**src/rtl/wb_slv_pkg.sv**
```systemverilog
// Shared definitions for the Wishbone mailbox slave.
//   - register addresses (CTRL, DATA, STATUS, CMD)
//   - bit positions inside CTRL, STATUS and CMD
//   - bus FSM state encoding
package wb_slv_pkg;

  localparam logic [1:0] REG_CTRL   = 2'd0;
  localparam logic [1:0] REG_DATA   = 2'd1;
  localparam logic [1:0] REG_STATUS = 2'd2;
  localparam logic [1:0] REG_CMD    = 2'd3;

  localparam int CTRL_EN_BIT   = 7;
  localparam int CTRL_IE_BIT   = 6;

  localparam int ST_FULL_BIT   = 7;
  localparam int ST_EMPTY_BIT  = 6;
  localparam int ST_OVF_BIT    = 5;
  localparam int ST_UDF_BIT    = 4;

  localparam int CMD_FLUSH_BIT = 0;
  localparam int CMD_CLR_BIT   = 1;

  typedef enum logic [1:0] {
    S_IDLE = 2'd0,
    S_WAIT = 2'd1,
    S_ACK  = 2'd2,
    S_HOLD = 2'd3
  } bus_state_e;

endpackage

```
**src/rtl/wb_slv_fifo.sv**
```systemverilog
// Single-clock mailbox FIFO.
// Ports:
//   clk_i, rst_i      clock, asynchronous active-low reset
//   push_i, wdata_i   write request and data (ignored when full)
//   pop_i             read request (ignored when empty)
//   flush_i           empties the FIFO; wins over push/pop on the same edge
//   rdata_o           head entry (meaningful only when not empty)
//   count_o           exact occupancy 0..FIFO_DEPTH
//   full_o, empty_o   occupancy flags
module wb_slv_fifo #(
  parameter int DATA_WIDTH = 8,
  parameter int FIFO_DEPTH = 8
) (
  input  logic                  clk_i,
  input  logic                  rst_i,
  input  logic                  push_i,
  input  logic                  pop_i,
  input  logic                  flush_i,
  input  logic [DATA_WIDTH-1:0] wdata_i,
  output logic [DATA_WIDTH-1:0] rdata_o,
  output logic [3:0]            count_o,
  output logic                  full_o,
  output logic                  empty_o
);

  localparam int              PW     = $clog2(FIFO_DEPTH);
  localparam logic [PW-1:0]   LAST   = PW'(FIFO_DEPTH - 1);
  localparam logic [3:0]      DEPTH4 = 4'(FIFO_DEPTH);

  logic [DATA_WIDTH-1:0] r_mem [FIFO_DEPTH];
  logic [PW-1:0]         r_wr_ptr;
  logic [PW-1:0]         r_rd_ptr;
  logic [3:0]            r_count;
  logic                  w_do_push;
  logic                  w_do_pop;

  // Pointers wrap explicitly so non-power-of-two depths work.
  function automatic logic [PW-1:0] next_ptr(input logic [PW-1:0] p);
    return (p == LAST) ? '0 : p + 1'b1;
  endfunction

  assign full_o    = (r_count == DEPTH4);
  assign empty_o   = (r_count == 4'd0);
  assign w_do_push = push_i & ~full_o;
  assign w_do_pop  = pop_i & ~empty_o;
  assign count_o   = r_count;
  assign rdata_o   = r_mem[r_rd_ptr];

  always_ff @(posedge clk_i) begin
    if (w_do_push && !flush_i) begin
      r_mem[r_wr_ptr] <= wdata_i;
    end
  end

  always_ff @(posedge clk_i or negedge rst_i) begin
    if (!rst_i) begin
      r_wr_ptr <= '0;
      r_rd_ptr <= '0;
      r_count  <= 4'd0;
    end else if (flush_i) begin
      r_wr_ptr <= '0;
      r_rd_ptr <= '0;
      r_count  <= 4'd0;
    end else begin
      if (w_do_push) r_wr_ptr <= next_ptr(r_wr_ptr);
      if (w_do_pop)  r_rd_ptr <= next_ptr(r_rd_ptr);
      case ({w_do_push, w_do_pop})
        2'b10:   r_count <= r_count + 4'd1;
        2'b01:   r_count <= r_count - 4'd1;
        default: r_count <= r_count;
      endcase
    end
  end

endmodule

```
**src/rtl/wb_mailbox_slave.sv**
```systemverilog
// Wishbone classic slave exposing a loopback mailbox through four byte registers.
// Ports:
//   clk_i, rst_i        clock, asynchronous active-low reset
//   cyc_i, stb_i, we_i  Wishbone cycle, strobe, write enable
//   adr_i, dat_i        register address (bits [1:0] decoded) and write data
//   ack_o, dat_o        one-cycle acknowledge and read data (0 unless acking a read)
//   irq_o               registered level interrupt
//   dbg_state_o         bus FSM state for observation
//
// Handshake: a request is cyc_i&stb_i sampled high in IDLE. The slave answers
// with exactly one ack_o cycle WAIT_STATES+1 cycles later; the register side
// effect commits on the edge that ends that ack cycle. After ack the slave waits
// for stb_i low before accepting another request, so a held strobe commits once.
// Dropping cyc_i or stb_i while waiting cancels the access without side effects.
module wb_mailbox_slave
  import wb_slv_pkg::*;
#(
  parameter int ADDR_WIDTH  = 2,
  parameter int DATA_WIDTH  = 8,
  parameter int FIFO_DEPTH  = 8,
  parameter int WAIT_STATES = 0,
  parameter int IRQ_THRESH  = 4
) (
  input  logic                  clk_i,
  input  logic                  rst_i,
  input  logic                  cyc_i,
  input  logic                  stb_i,
  input  logic                  we_i,
  input  logic [ADDR_WIDTH-1:0] adr_i,
  input  logic [DATA_WIDTH-1:0] dat_i,
  output logic                  ack_o,
  output logic [DATA_WIDTH-1:0] dat_o,
  output logic                  irq_o,
  output logic [1:0]            dbg_state_o
);

  localparam logic [3:0] WS4     = 4'(WAIT_STATES);
  localparam logic [3:0] THRESH4 = 4'(IRQ_THRESH);

  bus_state_e            r_state;
  logic [3:0]            r_wcnt;
  logic                  r_we;
  logic [1:0]            r_adr;
  logic [DATA_WIDTH-1:0] r_wdat;
  logic                  r_ack;
  logic                  r_en;
  logic                  r_ie;
  logic                  r_ovf;
  logic                  r_udf;
  logic                  r_irq;

  logic                  w_commit;
  logic                  w_data_acc;
  logic                  w_push_req;
  logic                  w_pop_req;
  logic                  w_flush;
  logic                  w_clr;
  logic [DATA_WIDTH-1:0] w_fifo_rdata;
  logic [3:0]            w_count;
  logic                  w_full;
  logic                  w_empty;
  logic [7:0]            w_rd8;
  logic [DATA_WIDTH-1:0] w_rdata;
  logic                  w_unused;

  assign w_unused = ^adr_i;

  // All side effects are qualified by the single ACK cycle.
  assign w_commit   = (r_state == S_ACK);
  assign w_data_acc = w_commit & (r_adr == REG_DATA) & r_en;
  assign w_push_req = w_data_acc & r_we;
  assign w_pop_req  = w_data_acc & ~r_we;
  assign w_flush    = w_commit & r_we & (r_adr == REG_CMD) & r_wdat[CMD_FLUSH_BIT];
  assign w_clr      = w_commit & r_we & (r_adr == REG_CMD) & r_wdat[CMD_CLR_BIT];

  wb_slv_fifo #(
    .DATA_WIDTH (DATA_WIDTH),
    .FIFO_DEPTH (FIFO_DEPTH)
  ) u_fifo (
    .clk_i   (clk_i),
    .rst_i   (rst_i),
    .push_i  (w_push_req),
    .pop_i   (w_pop_req),
    .flush_i (w_flush),
    .wdata_i (r_wdat),
    .rdata_o (w_fifo_rdata),
    .count_o (w_count),
    .full_o  (w_full),
    .empty_o (w_empty)
  );

  always_ff @(posedge clk_i or negedge rst_i) begin
    if (!rst_i) begin
      r_state <= S_IDLE;
      r_wcnt  <= 4'd0;
      r_we    <= 1'b0;
      r_adr   <= 2'd0;
      r_wdat  <= '0;
      r_ack   <= 1'b0;
    end else begin
      case (r_state)
        S_IDLE: begin
          if (cyc_i && stb_i) begin
            r_adr  <= adr_i[1:0];
            r_we   <= we_i;
            r_wdat <= dat_i;
            r_wcnt <= WS4;
            if (WS4 == 4'd0) begin
              r_state <= S_ACK;
              r_ack   <= 1'b1;
            end else begin
              r_state <= S_WAIT;
            end
          end
        end
        S_WAIT: begin
          if (!(cyc_i && stb_i)) begin
            r_state <= S_IDLE;
          end else begin
            r_wcnt <= r_wcnt - 4'd1;
            // Counter reaches zero on this edge.
            if (r_wcnt == 4'd1) begin
              r_state <= S_ACK;
              r_ack   <= 1'b1;
            end
          end
        end
        S_ACK: begin
          r_state <= S_HOLD;
          r_ack   <= 1'b0;
        end
        S_HOLD: begin
          if (!stb_i) r_state <= S_IDLE;
        end
        default: begin
          r_state <= S_IDLE;
          r_ack   <= 1'b0;
        end
      endcase
    end
  end

  always_ff @(posedge clk_i or negedge rst_i) begin
    if (!rst_i) begin
      r_en  <= 1'b0;
      r_ie  <= 1'b0;
      r_ovf <= 1'b0;
      r_udf <= 1'b0;
      r_irq <= 1'b0;
    end else begin
      if (w_commit && r_we && (r_adr == REG_CTRL)) begin
        r_en <= r_wdat[CTRL_EN_BIT];
        r_ie <= r_wdat[CTRL_IE_BIT];
      end
      if (w_clr) begin
        r_ovf <= 1'b0;
        r_udf <= 1'b0;
      end else begin
        if (w_push_req && w_full)  r_ovf <= 1'b1;
        if (w_pop_req  && w_empty) r_udf <= 1'b1;
      end
      r_irq <= r_ie & ((r_en & (w_count >= THRESH4)) | r_ovf | r_udf);
    end
  end

  always_comb begin
    w_rd8 = 8'h00;
    case (r_adr)
      REG_CTRL: begin
        w_rd8[CTRL_EN_BIT] = r_en;
        w_rd8[CTRL_IE_BIT] = r_ie;
      end
      REG_STATUS: begin
        w_rd8[ST_FULL_BIT]  = w_full;
        w_rd8[ST_EMPTY_BIT] = w_empty;
        w_rd8[ST_OVF_BIT]   = r_ovf;
        w_rd8[ST_UDF_BIT]   = r_udf;
        w_rd8[3:0]          = w_count;
      end
      default: w_rd8 = 8'h00;
    endcase
    w_rdata = DATA_WIDTH'(w_rd8);
    // Disabled or empty mailbox reads as zero.
    if ((r_adr == REG_DATA) && r_en && !w_empty) w_rdata = w_fifo_rdata;
  end

  assign ack_o       = r_ack;
  assign dat_o       = (r_ack && !r_we) ? w_rdata : '0;
  assign irq_o       = r_irq;
  assign dbg_state_o = r_state;

endmodule
```
**config.mk**
```make
export PLATFORM = sky130hd
export DESIGN_NAME = wb_mailbox_slave
export DESIGN_NICKNAME = d
export VERILOG_FILES = /design/src/rtl/wb_slv_pkg.sv /design/src/rtl/wb_slv_fifo.sv /design/src/rtl/wb_mailbox_slave.sv
export SDC_FILE = /design/constraint.sdc
export NUM_CORES = 1
export LEC_CHECK = 0
export ABC_AREA = 0
export ABC_CLOCK_PERIOD_IN_PS = 3500
export CAP_MARGIN = 20
export CORE_MARGIN = 2
export CORE_UTILIZATION = 35
export CTS_BUF_LIST = sky130_fd_sc_hd__clkbuf_16
export CTS_CLUSTER_DIAMETER = 150
export DETAILED_ROUTE_END_ITERATION = 10
export DONT_BUFFER_PORTS = 1
export SYNTH_ARGS = -nofsm -noshare
export SYNTH_HDL_FRONTEND = slang
export SYNTH_SLANG_ARGS = --single-unit
export TNS_END_PERCENT = 20
```
**constraint.sdc**
```tcl
create_clock -name clk_i -period 3.5 [get_ports clk_i]
set_input_delay 0.7 -clock clk_i [delete_from_list [all_inputs] [get_ports clk_i]]
set_output_delay 0.7 -clock clk_i [all_outputs]
set_load 0.1 [all_outputs]
```
==> impl_metrics.tcl <==
set metrics [dict create \
    status "completed" \
    yosysSeqAreaShare_pct 63.89 \
    cts_buffers 9 \
    post-dp-hpwl_um 5529 \
    ys_ff_latch 97 \
    endpoint "dat_o[5]" \
    die_h_um 114.8 \
    p_leak_nw 1.844 \
    synth_edf_count 64 \
    syn_nets 290 \
    setup_viol 0 \
    regToRegEndpoint "u_fifo.count_o[2]$_DFFE_PN0P_" \
    grt-ovfl-total 0 \
    cp_cell_sequence "buf_4 -> mux4_1 -> mux2_2 -> a22o_1 -> buf_12" \
    ctsHoldBuffers 0 \
    hold_class "input pin to async pin" \
    tritoncts "yes" \
    max_freq_mhz 320.6 \
    switching_power_mw 1.072 \
    yosys.area.top_type "edfxtp_1" \
    ctsRootBufferMaster "clkbuf_16" \
    cap_viol_max_count 0 \
    finalInstanceArea_um2 5000 \
    finalCriticalPeriod_ns 3.119 \
    drive_above_1_share_pct 24.40 \
    grt_util_met2_pct 19.76 \
    nets 310 \
    post-route-period-util_pct 89.12 \
    synthTopCellsByArea "edfxtp_1, dfrtp_1, mux4_1, mux2_2, ha_1" \
    synth_xor_area_share_pct 0.8147 \
    netlist_area_um2 4300 \
    wl_per_cell_um 18.47 \
    drc 0 \
    die-area_um2 13190 \
    critPathMaxStageDelay_ns 0.57 \
    areaGrowthSynthToFinish_pct 16.26 \
    drt-initial-drc-count 121 \
    fin_skew_ns 0.008820 \
    pwr-share-comb_pct 18.6 \
    reg2reg_slack_ns 0.67 \
    row_count 40 \
    grt_pass1_vias 2329 \
    post_cts_resized 0 \
    final_antenna_net_count 0 \
    synth-compound-area-share_pct 5.412 \
    internal_power_mw 2.368 \
    r2r-start "r_adr[0]$_DFFE_PN0P_" \
    seq_power_share_pct 50.8 \
    post-cts-setup-buffers 0 \
    path_max_fanout 9 \
    synthAdderAreaFrac_pct 2.619 \
    crit_path_start "u_fifo.r_rd_ptr[1]$_DFFE_PN0P_" \
    rr_worst_depth 10 \
    grtUsageTotal_pct 12.86 \
    die_w_um 114.8 \
    synth_mux_area_share_pct 15.97 \
    yosys_warnings 0 \
    p_total_mw 3.440 \
    place_area_um2 4676 \
    port_buffers 0 \
    cp.required_ns 2.80 \
    start_util_pct 35.80 \
    synth_top_family_by_area "multiplexers" \
    ys.flop_type "edfxtp_1" \
    cts_max_level 3 \
    drv_slew 0 \
    grt_max_degree 34 \
    syn_area_per_cell_um2 16.17 \
    peakVddDrop_v 0.0002975 \
    critPathSlowestCell "dfrtp_1" \
    slew_headroom_pct 37.83 \
    finalHoldViolations 0 \
    async_reset_ff_share_pct 34.02 \
    use_met1_pct 18.14 \
    dr.pass1.iters 4 \
    syn_inst 266 \
    cts_buffer_depth 2 \
    route.vias.total 2293 \
    antenna_found_initial 0 \
    wirelength_um 8092 \
    synth-simple-area-share_pct 8.787 \
    core_area_um2 12010 \
    swShare_pct 31.16 \
    cp-start-kind "flip-flop" \
    ys_types 40 \
    use_met3_pct 2.478 \
    dp.cells 422 \
    end_kind "primary output" \
    clk_pin_slew_ns 0.07 \
    worst_ep_arrival_time_ns 2.42 \
    clkSinkCount 97 \
    rsz0062_at_grt "false" \
    grt_pass1_wl_um 12610 \
    grt_most_used_layer "met2" \
    critPathKind "flip-flop to primary output" \
    diodes 0 \
    ios 27 \
    power_frac_clock_pct 30.7 \
    synth_top_cell_area_share_pct 44.69 \
    place_congestion 0.7382 \
    worst_pin_slew_ns 0.9291 \
    clk_latency_ns 0.34 \
    stdcell_count 438 \
    power_density_nw_per_um2 688.0 \
    viasPerCell 5.235 \
]
[metrics by stage]
| stage | setup TNS [ns] | hold WS [ns] | worst slack, ns | util [%] |
|---|---|---|---|---|
| 5_1_grt | 0 | 0.03583 | 0.2997 | 41.63 |
| 6_report | 0 | 0.04629 | 0.3809 | 41.63 |
| 3_3_place_gp | 0 | 0.4053 | 0.7212 | 38.93 |
| 3_5_place_dp | 0 | 0.4050 | 0.7098 | 38.93 |
| 4_1_cts | 0 | 0.04256 | 0.3468 | 41.63 |
| 2_1_floorplan | -1.340 | 0.4044 | -0.6731 | - |
[cells in the mapped netlist (all sizes together) (3+ instances only)]
cell type	number
edfxtp	64
dfrtp	33
mux2	20
nor2	18
mux4	16
a22o	10
a21oi	9
ha	9
nand2	8
nor3	8
buf	7
o21ai	7
clkbuf	6
inv	6
mux2i	6
nand2b	5
nand3b	4
xor2	4
a31oi	3
nor2b	3
[routing by layer]
layer	routed length, µm	part of all wire, %
met1	3925	49
met5	0	0
met3	257	3.2
met4	93	1.1
met2	3815	47
[power by group through the flow]
stage	clock network [mW]	registers, mW	logic (mW)
3_3_place_gp	0	1.76	0.627
3_5_place_dp	0	1.76	0.638
2_1_floorplan	0	1.77	0.433
6_report	1.05	1.75	0.638
5_1_grt	1.11	1.78	0.688
4_1_cts	1.07	1.74	0.641
[registers in the layout, indices dropped and copies added (netlist names), 2 cells and up]
| signal | count |
|---|---|
| dbg_state_o | 2 |
| r_adr | 2 |
| r_wcnt | 4 |
| r_wdat | 8 |
| u_fifo.count_o | 4 |
| u_fifo.r_mem | 64 |
| u_fifo.r_rd_ptr | 3 |
| u_fifo.r_wr_ptr | 3 |
[logic make-up (layout without fill, tap and decap cells)]
family | Yosys count | in the layout
AOI/OAI and AO/OA | 35 | 35
xor gates and xnor gates | 4 | 4
adders and majority gates | 9 | 9
buffers and inverters | 19 | 44
DFF | 97 | 97
muxes | 42 | 42
and+or+nand+nor | 60 | 60
[how the worst min path moves through the flow]
stage / from / depth (start not counted) / end / slack [ns]
6_report: rst_i / 0 / r_adr[0]$_DFFE_PN0P_ / 0.05
5_1_grt: rst_i / 0 / u_fifo.count_o[2]$_DFFE_PN0P_ / 0.04
4_1_cts: rst_i / 0 / u_fifo.count_o[2]$_DFFE_PN0P_ / 0.04
3_5_place_dp: rst_i / 0 / u_fifo.count_o[1]$_DFFE_PN0P_ / 0.40
3_3_place_gp: rst_i / 0 / u_fifo.count_o[2]$_DFFE_PN0P_ / 0.41
2_1_floorplan: rst_i / 0 / ack_o$_DFFE_PN0P_ / 0.40
[area by class of cell]
cell class	count	area, µm²
clock inverters	7	98.84
clock buffers	9	225.2
multi-input cells	150	1464
flip-flops and latches	97	2748
inverters	6	22.52
well taps	147	183.9
repair buffers	22	257.7
fillers	1079	7012
[placed cells by master, fill, tap and decap left out, types with 4 or more instances in the layout]
cell type	instances
dfrtp_1	33
mux4_2	5
mux4_1	11
buf_12	6
nand2_1	8
mux2i_1	6
mux2_2	20
xor2_1	4
a21oi_1	9
o21ai_0	7
a22o_1	10
nand2b_1	5
nor2_1	18
ha_1	9
nor3_1	5
edfxtp_1	64
buf_4	15
clkbuf_16	10
inv_1	6
[worst max-delay path, delay by kind of cell, from the launching register on]
kind / cells / cell delay [ns]
AO/OA/AOI/OAI: 1 / 0.27
multiplexers: 2 / 0.84
buffers and inverters: 2 / 0.41
flip-flops: 1 / 0.57
(Power assumes the default switching activity.)
